==> src/rtl/hilo_pkg.sv <==
// hilo_pkg: shared constants and types for the HI/LO execute unit.
// Build option: HILO_FAST_MUL_EN selects a single-cycle multiplier (see hilo_unit).
package hilo_pkg;

  localparam int HILO_OP_W  = 9;

  // Bit positions inside the one-hot hilo_op vector from decode.
  localparam int HILO_MFHI  = 8;
  localparam int HILO_MFLO  = 7;
  localparam int HILO_MTHI  = 6;
  localparam int HILO_MTLO  = 5;
  localparam int HILO_MULT  = 4;
  localparam int HILO_MULTU = 3;
  localparam int HILO_DIV   = 2;
  localparam int HILO_DIVU  = 1;
  localparam int HILO_MUL   = 0;

  typedef enum logic [1:0] {
    IDLE = 2'd0,
    BUSY = 2'd1,
    DONE = 2'd2
  } hilo_state_e;

  // Two's-complement magnitude of v when neg is set, v unchanged otherwise.
  function automatic logic [31:0] mag32(input logic [31:0] v, input logic neg);
    return neg ? (32'd0 - v) : v;
  endfunction

endpackage

==> src/rtl/hilo_unit_div_iter.sv <==
// div_iter: iterative engine shared by restoring division and shift-add
// multiplication. Works on magnitudes and applies sign fix-ups on the way out.
// Build option: HILO_FAST_MUL_EN (in hilo_unit) keeps multiplies off this path.
//
// state | meaning
// IDLE  | waiting for an accepted multi-cycle op
// BUSY  | one quotient / product bit per cycle, counter 0..DIV_CYCLES-1
// DONE  | result stable on o_hi/o_lo, consumed by hilo_unit this cycle
module div_iter
  import hilo_pkg::*;
#(
  parameter int DIV_CYCLES = 32
) (
  input  logic        clk,
  input  logic        rst,
  input  logic        i_flush,
  input  logic        i_start,
  input  logic        i_is_mul,
  input  logic        i_signed,
  input  logic [31:0] i_a,
  input  logic [31:0] i_b,
  output hilo_state_e o_state,
  output logic [31:0] o_hi,
  output logic [31:0] o_lo
);

  localparam int CNT_W = (DIV_CYCLES > 1) ? $clog2(DIV_CYCLES) : 1;
  localparam logic [CNT_W-1:0] CNT_LAST = CNT_W'(DIV_CYCLES - 1);

  hilo_state_e      r_state;
  logic [CNT_W-1:0] r_cnt;
  logic [31:0]      r_hi;     // partial remainder / product accumulator
  logic [31:0]      r_lo;     // dividend->quotient / multiplier->product low
  logic [31:0]      r_b;      // divisor / multiplicand magnitude
  logic             r_is_mul;
  logic             r_neg_q;  // negate quotient, or whole product for mul
  logic             r_neg_r;  // negate remainder (dividend sign)

  logic        w_a_neg;
  logic        w_b_neg;
  logic [32:0] w_sum;
  logic [32:0] w_shift;
  logic [32:0] w_diff;
  logic        w_ge;
  logic [63:0] w_prod;
  logic [63:0] w_prod_fix;

  assign w_a_neg = i_signed & i_a[31];
  assign w_b_neg = i_signed & i_b[31];

  // Multiply step: conditional add of the multiplicand, then shift right.
  assign w_sum   = {1'b0, r_hi} + (r_lo[0] ? {1'b0, r_b} : 33'd0);

  // Divide step: shift next dividend bit into the remainder and trial-subtract.
  // A zero divisor always "fits", giving all-ones quotient and remainder = dividend.
  assign w_shift = {r_hi, r_lo[31]};
  assign w_ge    = (w_shift >= {1'b0, r_b});
  assign w_diff  = w_shift - {1'b0, r_b};

  // FSM, counter and datapath registers.
  always_ff @(posedge clk) begin
    if (rst) begin
      r_state  <= IDLE;
      r_cnt    <= '0;
      r_hi     <= '0;
      r_lo     <= '0;
      r_b      <= '0;
      r_is_mul <= 1'b0;
      r_neg_q  <= 1'b0;
      r_neg_r  <= 1'b0;
    end else if (i_flush) begin
      r_state <= IDLE;
      r_cnt   <= '0;
    end else begin
      case (r_state)
        IDLE: begin
          if (i_start) begin
            r_hi     <= '0;
            r_lo     <= mag32(i_a, w_a_neg);
            r_b      <= mag32(i_b, w_b_neg);
            r_is_mul <= i_is_mul;
            r_neg_q  <= w_a_neg ^ w_b_neg;
            r_neg_r  <= w_a_neg;
            r_cnt    <= '0;
            r_state  <= BUSY;
          end
        end
        BUSY: begin
          if (r_is_mul) begin
            r_hi <= w_sum[32:1];
            r_lo <= {w_sum[0], r_lo[31:1]};
          end else begin
            r_hi <= w_ge ? w_diff[31:0] : w_shift[31:0];
            r_lo <= {r_lo[30:0], w_ge};
          end
          r_cnt <= r_cnt + CNT_W'(1);
          if (r_cnt == CNT_LAST) begin
            r_state <= DONE;
          end
        end
        DONE:    r_state <= IDLE;
        default: r_state <= IDLE;
      endcase
    end
  end

  // Sign fix-up of the finished magnitude result.
  always_comb begin
    w_prod     = {r_hi, r_lo};
    w_prod_fix = r_neg_q ? (64'd0 - w_prod) : w_prod;
    if (r_is_mul) begin
      o_hi = w_prod_fix[63:32];
      o_lo = w_prod_fix[31:0];
    end else begin
      o_hi = mag32(r_hi, r_neg_r);
      o_lo = mag32(r_lo, r_neg_q);
    end
  end

  assign o_state = r_state;

endmodule

==> src/rtl/hilo_unit.sv <==
// hilo_unit: execute-stage HI/LO unit. Owns HI/LO, the mfhi/mflo/mul read mux
// and write control; multi-cycle work is delegated to div_iter.
// Build option: HILO_FAST_MUL_EN -> mult/multu/mul use a single-cycle 33x33
// signed multiplier; otherwise they share the iterative engine with div.
module hilo_unit
  import hilo_pkg::*;
#(
  parameter int DIV_CYCLES = 32
) (
  input  logic                 clk,
  input  logic                 rst,
  input  logic                 en,
  input  logic                 flush,
  input  logic [HILO_OP_W-1:0] hilo_op,
  input  logic [31:0]          src1,
  input  logic [31:0]          src2,
  output logic                 stallreq,
  output logic [31:0]          hilo_rdata,
  output logic [31:0]          hi_o,
  output logic [31:0]          lo_o
);

  logic [31:0] r_hi;
  logic [31:0] r_lo;

  logic        w_valid;
  logic        w_is_div;
  logic        w_is_mulgrp;
  logic        w_signed;
  logic        w_multi;
  logic        w_iter_mul;
  logic        w_iter_wr;
  logic        w_start;
  hilo_state_e w_state;
  logic [31:0] w_iter_hi;
  logic [31:0] w_iter_lo;

  assign w_valid     = en & ~flush;
  assign w_is_div    = hilo_op[HILO_DIV] | hilo_op[HILO_DIVU];
  assign w_is_mulgrp = hilo_op[HILO_MULT] | hilo_op[HILO_MULTU] | hilo_op[HILO_MUL];
  assign w_signed    = hilo_op[HILO_DIV] | hilo_op[HILO_MULT] | hilo_op[HILO_MUL];

`ifdef HILO_FAST_MUL_EN
  logic signed [32:0] w_ma;
  logic signed [32:0] w_mb;
  logic signed [63:0] w_fast_prod;

  // Sign-extend for signed ops, zero-extend for multu; 33 bits covers both.
  assign w_ma        = {w_signed & src1[31], src1};
  assign w_mb        = {w_signed & src2[31], src2};
  assign w_fast_prod = w_ma * w_mb;

  assign w_multi    = w_is_div;
  assign w_iter_mul = 1'b0;
  assign w_iter_wr  = w_is_div;
`else
  assign w_multi    = w_is_div | w_is_mulgrp;
  assign w_iter_mul = w_is_mulgrp;
  assign w_iter_wr  = w_is_div | hilo_op[HILO_MULT] | hilo_op[HILO_MULTU];
`endif

  // DONE is not IDLE, so the instruction still sitting in EX is not re-accepted.
  assign w_start = w_valid & w_multi & (w_state == IDLE);

  // Stall covers the accept cycle plus every BUSY cycle; flush/rst drop it at once.
  assign stallreq = ~rst & ~flush &
                    (((w_state == IDLE) & en & w_multi) | (w_state == BUSY));

  div_iter #(
    .DIV_CYCLES (DIV_CYCLES)
  ) u_div_iter (
    .clk      (clk),
    .rst      (rst),
    .i_flush  (flush),
    .i_start  (w_start),
    .i_is_mul (w_iter_mul),
    .i_signed (w_signed),
    .i_a      (src1),
    .i_b      (src2),
    .o_state  (w_state),
    .o_hi     (w_iter_hi),
    .o_lo     (w_iter_lo)
  );

  // Architectural HI/LO updates; every write is gated by a valid, unflushed op.
  always_ff @(posedge clk) begin
    if (rst) begin
      r_hi <= '0;
      r_lo <= '0;
    end else if (w_valid) begin
      if (hilo_op[HILO_MTHI]) r_hi <= src1;
      if (hilo_op[HILO_MTLO]) r_lo <= src1;
`ifdef HILO_FAST_MUL_EN
      if (hilo_op[HILO_MULT] | hilo_op[HILO_MULTU]) begin
        r_hi <= w_fast_prod[63:32];
        r_lo <= w_fast_prod[31:0];
      end
`endif
      if ((w_state == DONE) && w_iter_wr) begin
        r_hi <= w_iter_hi;
        r_lo <= w_iter_lo;
      end
    end
  end

  // Read mux: mfhi/mflo see the registers, mul sees the low product word.
  always_comb begin
    hilo_rdata = '0;
    if (en) begin
      if (hilo_op[HILO_MFHI]) begin
        hilo_rdata = r_hi;
      end else if (hilo_op[HILO_MFLO]) begin
        hilo_rdata = r_lo;
      end else if (hilo_op[HILO_MUL]) begin
`ifdef HILO_FAST_MUL_EN
        hilo_rdata = w_fast_prod[31:0];
`else
        if (w_state == DONE) hilo_rdata = w_iter_lo;
`endif
      end
    end
  end

  assign hi_o = r_hi;
  assign lo_o = r_lo;

endmodule
==> config.mk <==
export PLATFORM = sky130hd
export DESIGN_NAME = hilo_unit
export DESIGN_NICKNAME = d
export VERILOG_FILES = /design/src/rtl/hilo_pkg.sv /design/src/rtl/hilo_unit_div_iter.sv /design/src/rtl/hilo_unit.sv
export SDC_FILE = /design/constraint.sdc
export NUM_CORES = 1
export LEC_CHECK = 0
export CAP_MARGIN = 25
export CORE_MARGIN = 8
export CORE_UTILIZATION = 60
export CTS_BUF_LIST = sky130_fd_sc_hd__clkbuf_8
export CTS_CLUSTER_SIZE = 40
export DETAILED_ROUTE_END_ITERATION = 6
export DONT_BUFFER_PORTS = 1
export PLACE_DENSITY = 0.79
export SETUP_SLACK_MARGIN = 0.02
export SLEW_MARGIN = 25
export SYNTH_ARGS = -nofsm -noshare
export SYNTH_HDL_FRONTEND = slang
export SYNTH_SLANG_ARGS = --single-unit
==> constraint.sdc <==
create_clock -name clk -period 3.22 [get_ports clk]
set_input_delay 0 -clock clk [delete_from_list [all_inputs] [get_ports clk]]
set_output_delay 0 -clock clk [all_outputs]
set_load 0.01 [all_outputs]
==> metrics.csv <==
stage;metric;value;unit
job;MaxCap Viol Count;0;
power_and_ir_drop;Max VDD drop;278;uV
cells_and_area;commonest non-fill, non-tap cell in the layout;nor2_1;
sta;Final Hold Fails;0;
global_routing;initial antenna violation count;3;
floorplanning;CORE AREA;24000;sq um
min_path;Worst Hold Class;in -> reg;
sta;Clock Skews;0.0195;ns
worst_setup_path;Worst Setup Start Kind;register;
route;via count;16800;
synth;post-synthesis mux area share;2.97;%
place;gpl congestion;0.962;
worst_setup_path;Max stage delay on crit path;0.54;ns
power_and_ir_drop;LEAKAGE;7.28;nW
synth;Synthesis Warnings;0;
cells_and_area;fraction of layout instances using a drive strength above 1;15.1;%
synth;synthesis-stage register bit count;170;
synth;main combinational cell family by area after synthesis;compound AO/OA/AOI/OAI gates;
synth;mapped cell area;14500;sq um
floorplanning;number of top-level pins;174;
synth;top_reg_cell synth;dfxtp_1;
global_routing;largest net degree at the start of global routing;135;
sta;FMAX;311;MHz
synth;post-synthesis simple-gate area fraction;20.8;%
sta;final worst-path cycle share;99.9;%
cells_and_area;Finished Cell Area;17600;sq um
status;status;finished, final reports clean;
floorplanning;site row count;57;
synth;Synth area leader;dfxtp_1;
synth;FFs w/ async S/R, synth;0;%
route;Avg Vias per Cell;6.79;
synth;Mapped Cells;2006;
floorplanning;die width;172;microns
sta;final setup violating endpoints;0;
cells_and_area;most frequent cells in the layout;nor2_1 (291), a21oi_1 (189), nand2_1 (171);
cts;H-tree levels;4;
worst_setup_path;Setup crit start;u_div_iter.r_lo[10];
global_routing;vias in the first global route;16000;
floorplanning;Die Span Y;172;microns
synth;Synth Area in XOR/XNOR;10.2;%
synth;EDFF count, synth;0;
synth;register area share after synthesis;23.4;%
worst_setup_path;slowest CP cell;or4_4;
power_and_ir_drop;power per cell area;331;nW/um^2
place;DP Area;15700;sq um
cts;Clock transition at path regs;0.12;ns
worst_setup_path;Worst Setup End Kind;register;
sta;unrepaired setup endpoints after global routing;yes;
worst_setup_path;Critical Path RT;3.64;ns
cts;clock buffer depth;2;
cts;clock latency on the worst-skew pair;0.50;ns
sta;Rel. slew slack;27.3;%
cts;CTS Buf Count;17;
synth;Synth Area in Adders;6.30;%
cts;clk sinks;170;
place;hpwl dp;40.5;mm
cts;root buffer cell;clkbuf_8;
worst_setup_path;CP dominant cell by count;or3_4;
route;Pre-Repair DR Iteration Count;6;
worst_setup_path;CP Cell Sequence;or4_4 > or3_4 > or3_4 > or3_4 > nor2b_4 > buf_6 > a21oi_2 > xnor2_1 > nand2_1 > a311oi_1;
sta;min Tclk post-route;3.22;ns
floorplanning;die area;29500;sq um
route;Routed Antenna Nets;0;
sta;Worst Max-Slew Pin Slew;1.09;ns
worst_setup_path;CP arrival;3.63;ns
worst_setup_path;Critical R2R Launch;u_div_iter.r_lo[10];
floorplanning;starting density of the core;60.5;%
route;Starting DRT DRC Count;1985;
synth;syn_nets;2155;
global_routing;global-route wire length before repair;88.9;mm
cells_and_area;area growth from synthesis to layout;21.2;%
sta;setup_tns;0;ns
cts;CTS tree;done;
sta;max-slew violation count;0;
route;DR WL/cell;23.8;microns
synth;Post-Syn Area per Cell;7.25;sq um
synth;post-synthesis cell type count;74;
synth;synth top area cells;dfxtp_1 (23%), nor2_1 (7.7%), a21oi_1 (7.1%);
worst_setup_path;Crit Path Max Fanout;7;
cells_and_area;nets@finish;2289;
worst_setup_path;Crit Path Category;reg -> reg;
min_path;hold path startpoint;flush;
route;DRC Markers;0;
global_routing;gr ovfl total;0;
synth;area fraction of the dominant cell type after synthesis;23.4;%
synth;Synth Area in Compound Gates;30.9;%
power_and_ir_drop;Design Power;0.00583;W
route;Total Wirelength;59.0;mm
global_routing;Total Routing Usage GR;38.6;%
place;PortBufs;0;
==> cells in the mapped netlist, drive strengths merged (9+ instances only) <==
library cell / number
nor2b: 19
a21o: 24
buf: 17
a311oi: 18
a211oi: 103
a22oi: 16
o21ai: 109
xor2: 86
nand2: 171
or4: 17
ha: 70
o211ai: 38
o31ai: 22
o41ai: 15
nor2: 297
dfxtp: 170
clkbuf: 127
nor4: 12
mux2i: 42
inv: 61
or3: 20
nand2b: 15
and2: 9
nor3: 33
a31oi: 16
o21a: 11
xnor2: 83
nand3: 32
nand4: 15
a21oi: 205
o211a: 31
a221oi: 11
and3: 11
==> path summary, 6_finish.rpt <==
path,slack [ns],depth (start not counted),to
worst min-delay path,0.01,4,hi_o[22]
worst max register to register,0.004,10,hi_o[23]
worst max-delay path,0.004,10,hi_o[23]
worst min register to register,0.51,2,u_div_iter.r_b[6]
==> power by group <==
| group | internal, W | switching, W |
|---|---|---|
| sequential | 0.00220 | 0.000114 |
| clock | 0.000864 | 0.000958 |
| combinational | 0.000696 | 0.00100 |
==> critical path, delay by kind of cell, from the launching register on <==
family                    cells  cell delay [ns]
DFF                           1             0.34
AOI/OAI and AO/OA             2             0.36
xor gates and xnor gates      1             0.18
buffers and inverters         1             0.17
and+or+nand+nor               6             2.07
==> routing by layer <==
metal	vias to the layer above	global-route usage [%]	routed length (microns)
met3	372	10.4	7030
met4	0	31.8	5500
li1	7560	-	-
met1	7774	42.6	20400
met2	1132	61.7	26000
met5	-	0	0
==> cell type report <==
class                   count  area, sq um
flip-flops and latches    170         3420
fillers                  1903         6410
clock inverters            14          209
diodes                      2         5.00
multi-input cells        1631        10800
inverters                  62          238
clock buffers              17          234
repair buffers            258         2260
well taps                 324          405
==> registers in the layout, summed over array words and instances, names as in the netlist, 2 cells and up <==
signal,flops
hi_o,32
lo_o,32
u_div_iter.o_state,2
u_div_iter.r_b,32
u_div_iter.r_cnt,5
u_div_iter.r_hi,32
u_div_iter.r_lo,32
==> logic make-up after synthesis <==
logic type | Yosys count
fa+ha+maj | 72
flops | 170
buf+inv | 206
xor+xnor | 169
compound gates | 677
simple gates | 669
mux | 43
==> metrics by stage <==
step / cells / setup slack (ns) / hold slack, ns / utilization, %
2_1_floorplan: 2006 / 0.00242 / 0.136 / -
3_3_place_gp: 2341 / -0.142 / 0.0917 / 65.2
3_5_place_dp: 2341 / -0.176 / 0.0905 / 65.2
4_1_cts: 2469 / -0.0219 / 0.00120 / 71.6
5_1_grt: 2478 / -0.0840 / 0.0288 / 73.3
6_report: 2478 / 0.00408 / 0.0128 / 73.3
==> repair_timing <==
| action | in CTS | in global routing |
|---|---|---|
| endpoints found under the setup margin | 25 | 54 |
| hold endpoints to repair | 141 | 0 |
| hold buffers | 89 | 0 |
| setup buffers | 7 | 8 |
| gates resized for setup | 29 | 97 |
| pin swaps | 7 | 53 |
| gates cloned | 1 | 0 |
No activity file was read; power rests on OpenSTA's default activity.
